**config.mk**
```make
export PLATFORM = sky130hd
export DESIGN_NAME = uart_rx
export DESIGN_NICKNAME = d
export VERILOG_FILES = /design/src/rtl/uart_pkg.sv /design/src/rtl/uart_os_tick.sv /design/src/rtl/uart_rx.sv
export SDC_FILE = /design/constraint.sdc
export NUM_CORES = 1
export LEC_CHECK = 0
export CAP_MARGIN = 25
export CORE_UTILIZATION = 35
export CTS_CLUSTER_SIZE = 40
export DETAILED_ROUTE_END_ITERATION = 10
export GPL_TIMING_DRIVEN = 0
export SLEW_MARGIN = 20
export SYNTH_ARGS = -nofsm -noshare
export SYNTH_HDL_FRONTEND = slang
export SYNTH_SLANG_ARGS = --single-unit
```
**constraint.sdc**
```tcl
create_clock -name clk -period 1.8 [get_ports clk]
set_input_delay 0.18 -clock clk [delete_from_list [all_inputs] [get_ports clk]]
set_output_delay 0.18 -clock clk [all_outputs]
set_load 0.02 [all_outputs]
```
**src/rtl/uart_pkg.sv**
```systemverilog
// Shared UART definitions: receiver state encoding, oversampling constants
// and the majority-vote helper used to decide a bit from three samples.
package uart_pkg;

  typedef enum logic [1:0] {
    IDLE  = 2'd0,
    START = 2'd1,
    DATA  = 2'd2,
    STOP  = 2'd3
  } uart_rx_state_t;

  localparam int OS_RATE   = 16;
  localparam int DATA_BITS = 8;

  localparam logic [3:0] SMP_A    = 4'd7;
  localparam logic [3:0] SMP_B    = 4'd8;
  localparam logic [3:0] SMP_C    = 4'd9;
  localparam logic [3:0] SMP_LAST = 4'(OS_RATE - 1);
  localparam logic [2:0] LAST_BIT = 3'(DATA_BITS - 1);

  function automatic logic majority3(input logic a, input logic b, input logic c);
    return (a & b) | (a & c) | (b & c);
  endfunction

endpackage

```
**src/rtl/uart_os_tick.sv**
```systemverilog
// Free-running oversample tick generator: one-clk pulse every OS_DIV clocks.
// Kept standalone so an oversampled transmitter can reuse it.
module uart_os_tick #(
  parameter int OS_DIV = 27
) (
  input  logic clk,
  input  logic reset,
  output logic tick
);

  localparam int CW = (OS_DIV > 1) ? $clog2(OS_DIV) : 1;
  localparam logic [CW-1:0] CNT_MAX = CW'(OS_DIV - 1);

  logic [CW-1:0] div_cnt_r;

  // Divider counter, wraps to zero on the tick cycle.
  always_ff @(posedge clk or negedge reset) begin
    if (!reset) begin
      div_cnt_r <= '0;
    end else if (div_cnt_r == CNT_MAX) begin
      div_cnt_r <= '0;
    end else begin
      div_cnt_r <= div_cnt_r + CW'(1);
    end
  end

  assign tick = (div_cnt_r == CNT_MAX);

endmodule

```
**src/rtl/uart_rx.sv**
```systemverilog
// 8N1 UART receiver: 16x oversampling, 3-sample majority vote at samples
// 7/8/9, and a valid/ready holding register with sticky overrun.
module uart_rx
  import uart_pkg::*;
#(
  parameter int OS_DIV = 27
) (
  input  logic       clk,
  input  logic       reset,
  input  logic       rx,
  output logic [7:0] rx_data,
  output logic       rx_valid,
  input  logic       rx_ready,
  output logic       frame_err,
  output logic       overrun
);

  logic           rx_meta_r;
  logic           rx_sync_r;
  logic           tick_s;
  uart_rx_state_t state_r,   state_s;
  logic [3:0]     smp_cnt_r, smp_cnt_s;
  logic [2:0]     bit_idx_r, bit_idx_s;
  logic [7:0]     shreg_r,   shreg_s;
  logic           smp_a_r,   smp_a_s;
  logic           smp_b_r,   smp_b_s;
  logic [7:0]     data_r,    data_s;
  logic           valid_r,   valid_s;
  logic           ferr_r,    ferr_s;
  logic           ovr_r,     ovr_s;
  logic           accept_s;
  logic           maj_s;

  uart_os_tick #(
    .OS_DIV (OS_DIV)
  ) u_os_tick (
    .clk   (clk),
    .reset (reset),
    .tick  (tick_s)
  );

  // Two-flop synchronizer; idle-high reset so a reset never fakes a start bit.
  always_ff @(posedge clk or negedge reset) begin
    if (!reset) begin
      rx_meta_r <= 1'b1;
      rx_sync_r <= 1'b1;
    end else begin
      rx_meta_r <= rx;
      rx_sync_r <= rx_meta_r;
    end
  end

  assign accept_s = valid_r & rx_ready;
  assign maj_s    = majority3(smp_a_r, smp_b_r, rx_sync_r);

  // Next-state logic for the framing FSM, sample capture and holding register.
  always_comb begin
    state_s   = state_r;
    smp_cnt_s = smp_cnt_r;
    bit_idx_s = bit_idx_r;
    shreg_s   = shreg_r;
    smp_a_s   = smp_a_r;
    smp_b_s   = smp_b_r;
    data_s    = data_r;
    valid_s   = valid_r;
    ovr_s     = ovr_r;
    ferr_s    = 1'b0;

    if (accept_s) begin
      valid_s = 1'b0;
      ovr_s   = 1'b0;
    end else begin
      valid_s = valid_r;
      ovr_s   = ovr_r;
    end

    if (tick_s) begin
      smp_cnt_s = smp_cnt_r + 4'd1;
      if (smp_cnt_r == SMP_A) begin
        smp_a_s = rx_sync_r;
      end else begin
        smp_a_s = smp_a_r;
      end
      if (smp_cnt_r == SMP_B) begin
        smp_b_s = rx_sync_r;
      end else begin
        smp_b_s = smp_b_r;
      end

      case (state_r)
        IDLE: begin
          smp_cnt_s = 4'd0;
          if (!rx_sync_r) begin
            state_s = START;
          end else begin
            state_s = IDLE;
          end
        end
        START: begin
          // A start bit that is high by mid-cell was a glitch.
          if ((smp_cnt_r == SMP_C) && maj_s) begin
            state_s = IDLE;
          end else if (smp_cnt_r == SMP_LAST) begin
            state_s   = DATA;
            bit_idx_s = 3'd0;
          end else begin
            state_s = START;
          end
        end
        DATA: begin
          if (smp_cnt_r == SMP_C) begin
            shreg_s = {maj_s, shreg_r[7:1]};
          end else begin
            shreg_s = shreg_r;
          end
          if (smp_cnt_r == SMP_LAST) begin
            if (bit_idx_r == LAST_BIT) begin
              state_s = STOP;
            end else begin
              bit_idx_s = bit_idx_r + 3'd1;
            end
          end else begin
            state_s = DATA;
          end
        end
        STOP: begin
          // Decide mid-cell and leave at once so a back-to-back start is seen.
          if (smp_cnt_r == SMP_C) begin
            state_s   = IDLE;
            smp_cnt_s = 4'd0;
            if (maj_s) begin
              if (!valid_r || accept_s) begin
                data_s  = shreg_r;
                valid_s = 1'b1;
              end else begin
                ovr_s = 1'b1;
              end
            end else begin
              ferr_s = 1'b1;
            end
          end else begin
            state_s = STOP;
          end
        end
        default: begin
          state_s   = IDLE;
          smp_cnt_s = 4'd0;
        end
      endcase
    end else begin
      smp_cnt_s = smp_cnt_r;
    end
  end

  // State and datapath registers.
  always_ff @(posedge clk or negedge reset) begin
    if (!reset) begin
      state_r   <= IDLE;
      smp_cnt_r <= 4'd0;
      bit_idx_r <= 3'd0;
      shreg_r   <= 8'h00;
      smp_a_r   <= 1'b1;
      smp_b_r   <= 1'b1;
      data_r    <= 8'h00;
      valid_r   <= 1'b0;
      ferr_r    <= 1'b0;
      ovr_r     <= 1'b0;
    end else begin
      state_r   <= state_s;
      smp_cnt_r <= smp_cnt_s;
      bit_idx_r <= bit_idx_s;
      shreg_r   <= shreg_s;
      smp_a_r   <= smp_a_s;
      smp_b_r   <= smp_b_s;
      data_r    <= data_s;
      valid_r   <= valid_s;
      ferr_r    <= ferr_s;
      ovr_r     <= ovr_s;
    end
  end

  assign rx_data   = data_r;
  assign rx_valid  = valid_r;
  assign frame_err = ferr_r;
  assign overrun   = ovr_r;

endmodule

```
; ---- Yosys cells after proc, flatten, opt, wreduce, memory -nomap -nowiden
; Cells that the tools add are included.
; Widths: inputs -> output; s select.
[word_totals]
output_inout_bits = 11
word_cells = 78
inputBits = 4
regBits = 37
[op_classes]
addsub = 3
n_mux = 31
n_reduce_logical = 11
eq_ne = 14
n_bitwise = 6
[ops]
columns = cell, n
row1 = $mux 1, 17
row2 = $eq 4x4->1 const B, 3
row3 = $mux 3, 4
row4 = $mux 2, 5
row5 = $ne 2x2->1 const B, 4
row6 = $pmux 2 s4, 1
row7 = $pmux 4 s2, 1
row8 = $pmux 3 s2, 1
row9 = $reduce_and 2->1, 3
row10 = $reduce_and 6->1, 1
row11 = $add 5x1->5 const B, 1
row12 = $eq 5x5->1 const B, 1
row13 = $mux 5, 1
row14 = $reduce_and 5->1, 1
row15 = $add 4x1->4 const B, 1
row16 = $and 1x1->1, 4
row17 = $eq 2x2->1 const B, 2
row18 = $eq 4x3->1 const B, 1
row19 = $mux 4, 1
row20 = $add 3x1->3 const B, 1
row21 = $eq 3x3->1 const B, 1
row22 = $ne 3x3->1 const B, 1
row23 = $reduce_and 3->1, 1
row24 = $eq 2x1->1 const B, 1
row25 = 6 further kinds, 7

; ---- Longest topological paths before layout
; Gate-level depths: netlist of run 1.
[logic_depth]
ltp_word = 7
ltp_mapped = 7
mapped_depth_nobuf = 6

; ---- By module
; Synthesis of run 1 repeated with hierarchy kept, for this count alone.
[hier_totals]
cells_unflattened = 139
hier_area_um2 = 1757.9
[by_module_without_submodules]
columns = mod, instances, cells_each, area_per_inst_um2
row1 = uart_rx, 1, 115, 1491.4
row2 = uart_os_tick, 1, 24, 266.5

; ---- Worst setup path after synthesis of run 1
; OpenSTA, ideal clock, no wires.
[synth_path]
path_type = register to register
startpoint = register u_os_tick.div_cnt_r[0]
endpoint = register data_r[0] (netlist: rx_data[0])
path_stages_with_launch = 7
setup_slack_ps = 162
setup_ps = 128
arrival_ps = 1510
path_buffers = 0
cell_sequence = dfrtp_1 > inv_1 > ha_1 > and4b_2 > nand3_2 > nor2_8 > mux2_1
[synth_between]
elab_chain_cells = 2
[synth_lines]
columns = item, line
row1 = "start, declared", uart_os_tick.sv:14  ; logic [CW-1:0] div_cnt_r;
row2 = "start signal, assigned", uart_os_tick.sv:23  ; div_cnt_r <= div_cnt_r + CW'(1);
row3 = $eq 5x5->1, uart_os_tick.sv:27  ; assign tick = (div_cnt_r == CNT_MAX);
row4 = $reduce_and 5->1 (no source line), -
row5 = "end signal, assigned", uart_rx.sv:175  ; data_r <= data_s;
row6 = "end, declared", uart_rx.sv:27  ; logic [7:0] data_r, data_s;
; Every way passes these cells.
; A chain may end at the register's enable or synchronous reset.

; ---- Worst setup path after layout of run 1
[layout_path]
startpoint = register u_os_tick.div_cnt_r[0]
endpoint = register data_r[6] (netlist: rx_data[6])
; The elaborated chain is that of the path after synthesis.

==> results of run 1 <==
[stage by stage]
stage	utilization, %	TNS (ns)
finish	44.9	0
global route	44.9	0
CTS	44.3	0
detailed placement	41.5	-0.00180
global placement	41.2	-7.79
floorplan	-	0
[per-layer routing]
| layer | global-route usage, % | share of wire [%] |
|---|---|---|
| met4 | 6.54 | 2.1 |
| met5 | 0 | 0 |
| met3 | 5.00 | 4.2 |
| met1 | 16.2 | 45 |
| met2 | 20.9 | 48 |
[how the worst max path moves through the flow]
stage | to
floorplan | rx_data[0]
global placement | u_os_tick.div_cnt_r[0]
detailed placement | rx_data[7]
CTS | state_r[0]
global route | rx_data[0]
finish | rx_data[6]
[cell usage after synthesis (2+ instances only)]
| library cell | n |
|---|---|
| nand4b_1 | 2 |
| a211oi_1 | 2 |
| nor2_1 | 4 |
| and3_1 | 2 |
| dfrtp_1 | 33 |
| a21oi_1 | 3 |
| mux2_2 | 9 |
| ha_1 | 11 |
| o21ai_0 | 8 |
| inv_1 | 10 |
| dfstp_2 | 4 |
| nand3_1 | 6 |
| a21o_1 | 3 |
| nand3_2 | 2 |
| or3_1 | 2 |
| mux2_1 | 9 |
| buf_2 | 2 |
| nand2_1 | 7 |
[final cells by class]
| class | instances | area, um2 | area share [%] |
|---|---|---|---|
| clock inverters | 1 | 30.0 | 1.41 |
| flip-flops and latches | 37 | 931 | 43.6 |
| repair buffers | 19 | 188 | 8.80 |
| plain buffers | 3 | 17.5 | 0.821 |
| multi-input cells | 90 | 759 | 35.6 |
| inverters | 10 | 37.5 | 1.76 |
| clock buffers | 7 | 86.3 | 4.05 |
| well taps | 67 | 83.8 | 3.93 |
[where the power goes]
part	internal, mW	switching (mW)
Combinational	0.0191	0.0291
Clock	0.451	0.285
Sequential	0.839	0.00513
Total	1.31	0.319
[cells by family (layout without fill, tap and decap cells)]
group	Yosys count	after routing	synth area share, %
xor+xnor	1	1	0.506
mux	19	19	12.3
buf+inv	14	40	3.39
flops	37	37	53.7
simple gates	33	33	12.1
compound gates	25	25	9.46
fa+ha+maj	12	12	8.59
[sequential cells by signal (all words and copies together) (netlist names)]
signal,cells
bit_idx_r,3
frame_err,1
overrun,1
rx_data,8
rx_meta_r,1
rx_sync_r,1
rx_valid,1
shreg_r,8
smp_a_r,1
smp_b_r,1
smp_cnt_r,4
state_r,2
u_os_tick.div_cnt_r,5
[repair_timing]
action,4_1_cts,5_1_grt
gates resized for setup,0,5
hold buffers,1,0
pin swaps,1,1
cloned,0,0
endpoints found under the hold margin,8,0
buffers inserted,1,2
endpoints found under the setup margin,8,20
==> flow_summary.rst, run 1 <==
.. list-table::
   :header-rows: 1

   * - Metric
     - Value
   * - Wire per inst
     - around 13 um
   * - Worst Path Class, Setup
     - register to register
   * - Unrepaired setup endpoints after global routing
     - no
   * - CTS tree
     - built
   * - Max Freq
     - between 500 and 600 MHz
   * - Post-placement cell area
     - 1970 um2
   * - Die boundary height
     - slightly above 70 um
   * - Vias in the first global route
     - about 1100
   * - Distinct cells, synth
     - 40
   * - Share of final-layout standard cells stronger than drive strength 1
     - a little over a fifth
   * - Leading cell type in the layout, fill and taps excluded
     - dfrtp_1
   * - Final Total Pwr
     - roughly 1.6 mW
   * - Power density over the cells
     - 763 nW/um2
   * - Proportion of netlist area held by the largest area contributor
     - 47.7%
   * - Family of cells with the greatest summed delay on the critical path
     - simple AND/OR/NAND/NOR gates
   * - Async S/R FF share, synth
     - 100%
   * - CTS clk-pin slew, worst paths
     - 0.07 ns
   * - Crit path max-delay cell type
     - dfrtp_1
   * - Final nets
     - 181
   * - Worst Tran Pin Value
     - 0.391 ns
   * - Max-slew violation count
     - 0
   * - Cell types occupying the most area after synthesis
     - dfrtp_1, ha_1, dfstp_2
   * - R2r setup slk
     - approximately 0.094 ns
   * - Last weighted congestion value of the routability-driven placer
     - ~0.76
   * - Maximum VDD drop
     - ~0.0003 V
   * - Initial antenna violation count
     - 0
   * - Final setup violation count
     - 0
   * - Die ar.
     - 5240 um2
   * - Sequential area share after synthesis
     - between 50% and 60%
   * - CP Buf/Inv Count
     - 1
   * - Router iterations before antenna repair
     - 4
   * - Cell accounting for the most synthesized area
     - dfrtp_1
   * - DRC violation total after the first TritonRoute iteration
     - between 50 and 60
   * - Core region area
     - around 4800 um2
   * - Sort of element at the end of the critical path
     - register
   * - Final Hold Viols
     - 0
   * - Syn nets
     - approximately 160
   * - Worst Reg2Reg Path Length in Cells
     - 6
   * - Data arrival time of the critical path
     - approximately 1.9 ns
   * - Cell Count, Final, Fillers Out
     - roughly 230
   * - Insertion delay of the later-clocked pin in the worst-skew pair
     - between 0.2 and 0.3 ns
   * - Worst path required time
     - around 2.0 ns
   * - Via-to-Cell Ratio
     - ~4.9
   * - Worst reg2reg path endpoint
     - rx_data[6]
   * - Source of the worst register-to-register timing path
     - u_os_tick.div_cnt_r[0]
   * - Predominant post-synthesis flop cell
     - dfrtp_1
   * - # DRC
     - 0
   * - Final standard cell area without fillers
     - 2130 um2
   * - Maxcap violations
     - 0
   * - Commonest non-fill, non-tap cells in the layout
     - dfrtp_1, clkdlybuf4s50_1, ha_1
   * - Gate Count Post-Synth
     - ~140
   * - Buffer depth of the longest clock path
     - 2
   * - Result of the run
     - completed
   * - Clock skew after layout
     - roughly 0.0051 ns
   * - Max stage delay on crit path
     - between 0.3 and 0.4 ns
   * - EDFF count, synth
     - 0
   * - Static power due to leakage
     - between 1 and 1.5 nW
   * - Fill cell total of the finished layout
     - 452
   * - Number of warnings issued by yosys
     - 0
   * - IO Port Bufs
     - 14
   * - Maximum level of the CTS H-tree
     - 2
   * - I/O pin cnt
     - 15
   * - FP Rows
     - 25
   * - Worst setup path start
     - u_os_tick.div_cnt_r[0]
   * - Startpoint Class
     - register
   * - Final worst slack
     - ~0.094 ns
   * - Residual antenna-violating net count after detailed routing
     - 0
   * - Min Tclk post-route
     - roughly 1.7 ns
   * - Global-route wire length before repair
     - 5130 um
   * - Period Utilization, post-route
     - a little over nine tenths
   * - Combined global-route utilization of all metal layers
     - a little over an eighth
   * - Placed cell count
     - 223
   * - Mapped Avg Cell Area
     - 12.3 um2
   * - Maximum net fanout on the critical path
     - 8
   * - Total length of routed wires
     - approximately 3000 um
   * - Total global routing overflow
     - 0
   * - Largest net degree at the start of global routing
     - 28
   * - Final Hold Slack
     - roughly 0.30 ns
   * - Width of the chip
     - between 70 and 80 um
   * - Pre-CTS setup slack
     - -0.00180 ns
   * - Antenna diode count
     - 0
   * - Relative area change from synthesis to final layout
     - 23.1%
   * - Clock buffers created by TritonCTS
     - 5
   * - Min-delay worst type
     - input port to asynchronous set/reset pin
   * - Cell area after synthesis
     - 1730 um2
   * - Total via count after detailed routing
     - 1138
   * - CTS sink count
     - 37
   * - Cell-by-cell trace of the critical path
     - inv_1, ha_1, and4b_2, nand3_4, nor2_8, mux2_1
   * - Starting density of the core
     - ~36%
   * - Max transition margin
     - roughly 74%
   * - Post-synthesis sequential element count
     - 37
   * - Root buffer cell
     - clkbuf_8
   * - Post-DP HPWL
     - 2140 um
   * - Stages on the worst setup path
     - 6
Power figures use the tool's default switching activity.
==> run 2: changes to the inputs <==
HOLD_SLACK_MARGIN = 0.06   (was not set)
==> results of run 2 <==
Same layout as run 1: the final DEF is identical, and so are final timing and power.
==> run 3: changes to the inputs <==
CAP_MARGIN = 20   (was 25)
clock period = 1.5 ns   (was 1.8 ns; I/O delays follow)
==> run 3 against run 2 <==
Compared with the run above:
- the run now ends with negative setup slack left
- clock-buffer cell count fell by 2
- power rose by 19%
- sequential power up 20%
- non-clock buffer count grew 11
- clock skew increased by 0.0016 ns
- first-iteration DRC count down 21%
- via count rose by 5.5%
- die area stayed put
- global-route usage increased by 1.6 points
- critical endpoint is now rx_data[0]
- largest cell class unchanged
==> flow_summary.rst, run 3 (same netlist as run 1, synthesis figures left out) <==
.. list-table::
   :header-rows: 1

   * - Metric
     - Value
   * - Family of cells with the greatest summed delay on the critical path
     - simple AND/OR/NAND/NOR gates
   * - Total length of routed wires
     - about 3500 um
   * - CP Buf/Inv Count
     - 1
   * - Worst path required time
     - 1.67 ns
   * - Leading cell type in the layout, fill and taps excluded
     - dfrtp_1
   * - Failing checks
     - negative setup slack
   * - Sort of element at the end of the critical path
     - register
   * - Maxcap violations
     - 0
   * - Initial antenna violation count
     - 0
   * - Unrepaired setup endpoints after global routing
     - yes
   * - CTS tree
     - built
   * - Maximum net fanout on the critical path
     - 8
   * - Clock skew after layout
     - about 0.0067 ns
   * - Crit path max-delay cell type
     - dfrtp_1
   * - Power density over the cells
     - approximately 830 nW/um2
   * - Worst Path Class, Setup
     - register to register
   * - Final Total Pwr
     - 1.93 mW
   * - Worst Tran Pin Value
     - 0.404 ns
   * - Total negative slack
     - -3.47 ns
   * - Maximum VDD drop
     - 0.000484 V
   * - Startpoint Class
     - register
   * - Total via count after detailed routing
     - roughly 1200
   * - Share of final-layout standard cells stronger than drive strength 1
     - between 40 and 50%
   * - Core region area
     - approximately 4800 um2
   * - Period Utilization, post-route
     - 112%
   * - Largest net degree at the start of global routing
     - 25
   * - CTS sink count
     - 37
   * - Clock buffers created by TritonCTS
     - 5
   * - Max Freq
     - slightly below 600 MHz
   * - Cell-by-cell trace of the critical path
     - inv_1, ha_2, and4b_2, nand3_4, nor2_8, mux2_4
   * - Maximum level of the CTS H-tree
     - 2
   * - CTS clk-pin slew, worst paths
     - roughly 0.070 ns
   * - Commonest non-fill, non-tap cells in the layout
     - dfrtp_1, buf_4, clkdlybuf4s50_1, mux2_4, inv_1
   * - Fill cell total of the finished layout
     - 434
   * - Die boundary height
     - around 72 um
   * - Final setup violation count
     - 28
   * - Total global routing overflow
     - 0
   * - IO Port Bufs
     - 14
   * - Max stage delay on crit path
     - 0.38 ns
   * - Final Hold Viols
     - 0
   * - Global-route wire length before repair
     - ~6000 um
   * - DRC violation total after the first TritonRoute iteration
     - 42
   * - Root buffer cell
     - clkbuf_8
   * - Result of the run
     - complete, but fails checks
   * - Final nets
     - 192
   * - Min Tclk post-route
     - approximately 1.7 ns
   * - Max transition margin
     - 73.1%
   * - Post-DP HPWL
     - about 2300 um
   * - Via-to-Cell Ratio
     - slightly below 5
   * - Wire per inst
     - 14.1 um
   * - Data arrival time of the critical path
     - approximately 1.9 ns
   * - Final worst slack
     - -0.184 ns
   * - Router iterations before antenna repair
     - 4
   * - # DRC
     - 0
   * - Last weighted congestion value of the routability-driven placer
     - between 0.8 and 0.9
   * - Vias in the first global route
     - 1300
   * - Min-delay worst type
     - input port to register
   * - Max-slew violation count
     - 0
   * - Relative area change from synthesis to final layout
     - 34.7%
   * - Starting density of the core
     - 36.4%
   * - Residual antenna-violating net count after detailed routing
     - 0
   * - Insertion delay of the later-clocked pin in the worst-skew pair
     - around 0.29 ns
   * - Buffer depth of the longest clock path
     - 2
   * - Width of the chip
     - slightly above 70 um
   * - Antenna diode count
     - 0
   * - Combined global-route utilization of all metal layers
     - ~15%
   * - I/O pin cnt
     - 15
   * - FP Rows
     - 25
   * - Static power due to leakage
     - roughly 1.1 nW
   * - Die ar.
     - about 5200 um2
-- run 3: power breakdown --
| group | internal [mW] | switching [mW] | total (mW) |
|---|---|---|---|
| combinational | 0.0256 | 0.0365 | 0.0621 |
| clock | 0.497 | 0.361 | 0.859 |
| sequential | 1.01 | 0.00557 | 1.01 |
-- run 3: final timing paths --
path / start / end / slack (ns) / cells past startpoint
max in group asynchronous: reset / u_os_tick.div_cnt_r[3] / 0.74 / 3
min reg2reg: rx_meta_r / rx_sync_r / 0.36 / 0
max: u_os_tick.div_cnt_r[0] / rx_data[0] / -0.18 / 6
max reg2reg: u_os_tick.div_cnt_r[0] / rx_data[0] / -0.18 / 6
min in group asynchronous: reset / bit_idx_r[0] / 0.32 / 2
min: rx / rx_meta_r / 0.26 / 1
-- run 3: worst register-to-register path, delay by kind of cell, from the launching register on --
family | cells | cell delay (ns)
buffers and inverters | 1 | 0.07
adder cells (fa/ha/maj) | 1 | 0.18
flip-flops | 1 | 0.38
multiplexers | 1 | 0.32
AND/OR/NAND/NOR | 3 | 0.63
-- run 3: through the flow --
stage | setup WS (ns) | instances | hold slack, ns | instance area (um2) | utilization, %
finish | -0.184 | 245 | 0.264 | 2330 | 49.1
global route | -0.270 | 245 | 0.247 | 2330 | 49.1
CTS | -0.204 | 244 | 0.257 | 2290 | 48.3
detailed placement | -0.326 | 223 | 0.0861 | 1990 | 41.8
global placement | -0.487 | 222 | 0.347 | 1960 | 41.3
floorplan | -0.0851 | 141 | -0.146 | 1740 | -
-- run 3: layout make-up --
class	count	area, um2	area share, %
plain buffers	2	10.0	0.429
clock buffers	5	68.8	2.95
clock inverters	3	46.3	1.98
inverters	10	37.5	1.61
multi-input cells	90	865	37.1
flip-flops and latches	37	931	39.9
well taps	67	83.8	3.59
repair buffers	31	292	12.5
-- run 3: metal layers --
metal  vias to the layer above  global-route usage (%)  part of all wire [%]
li1                        574                       -                     -
met2                        23                    26.9                    53
met5                         -                       0                     0
met3                         2                    4.72                   3.2
met4                         0                    5.23                  0.49
met1                       602                    16.5                    44
-- run 3: timing repair --
action / 4_1_cts / 5_1_grt
cloned: 0 / 0
gates resized for setup: 30 / 9
pin swaps: 12 / 6
hold buffers: 1 / 0
endpoints found under the setup margin: 27 / 31
endpoints found under the hold margin: 9 / 0
buffers inserted: 13 / 2
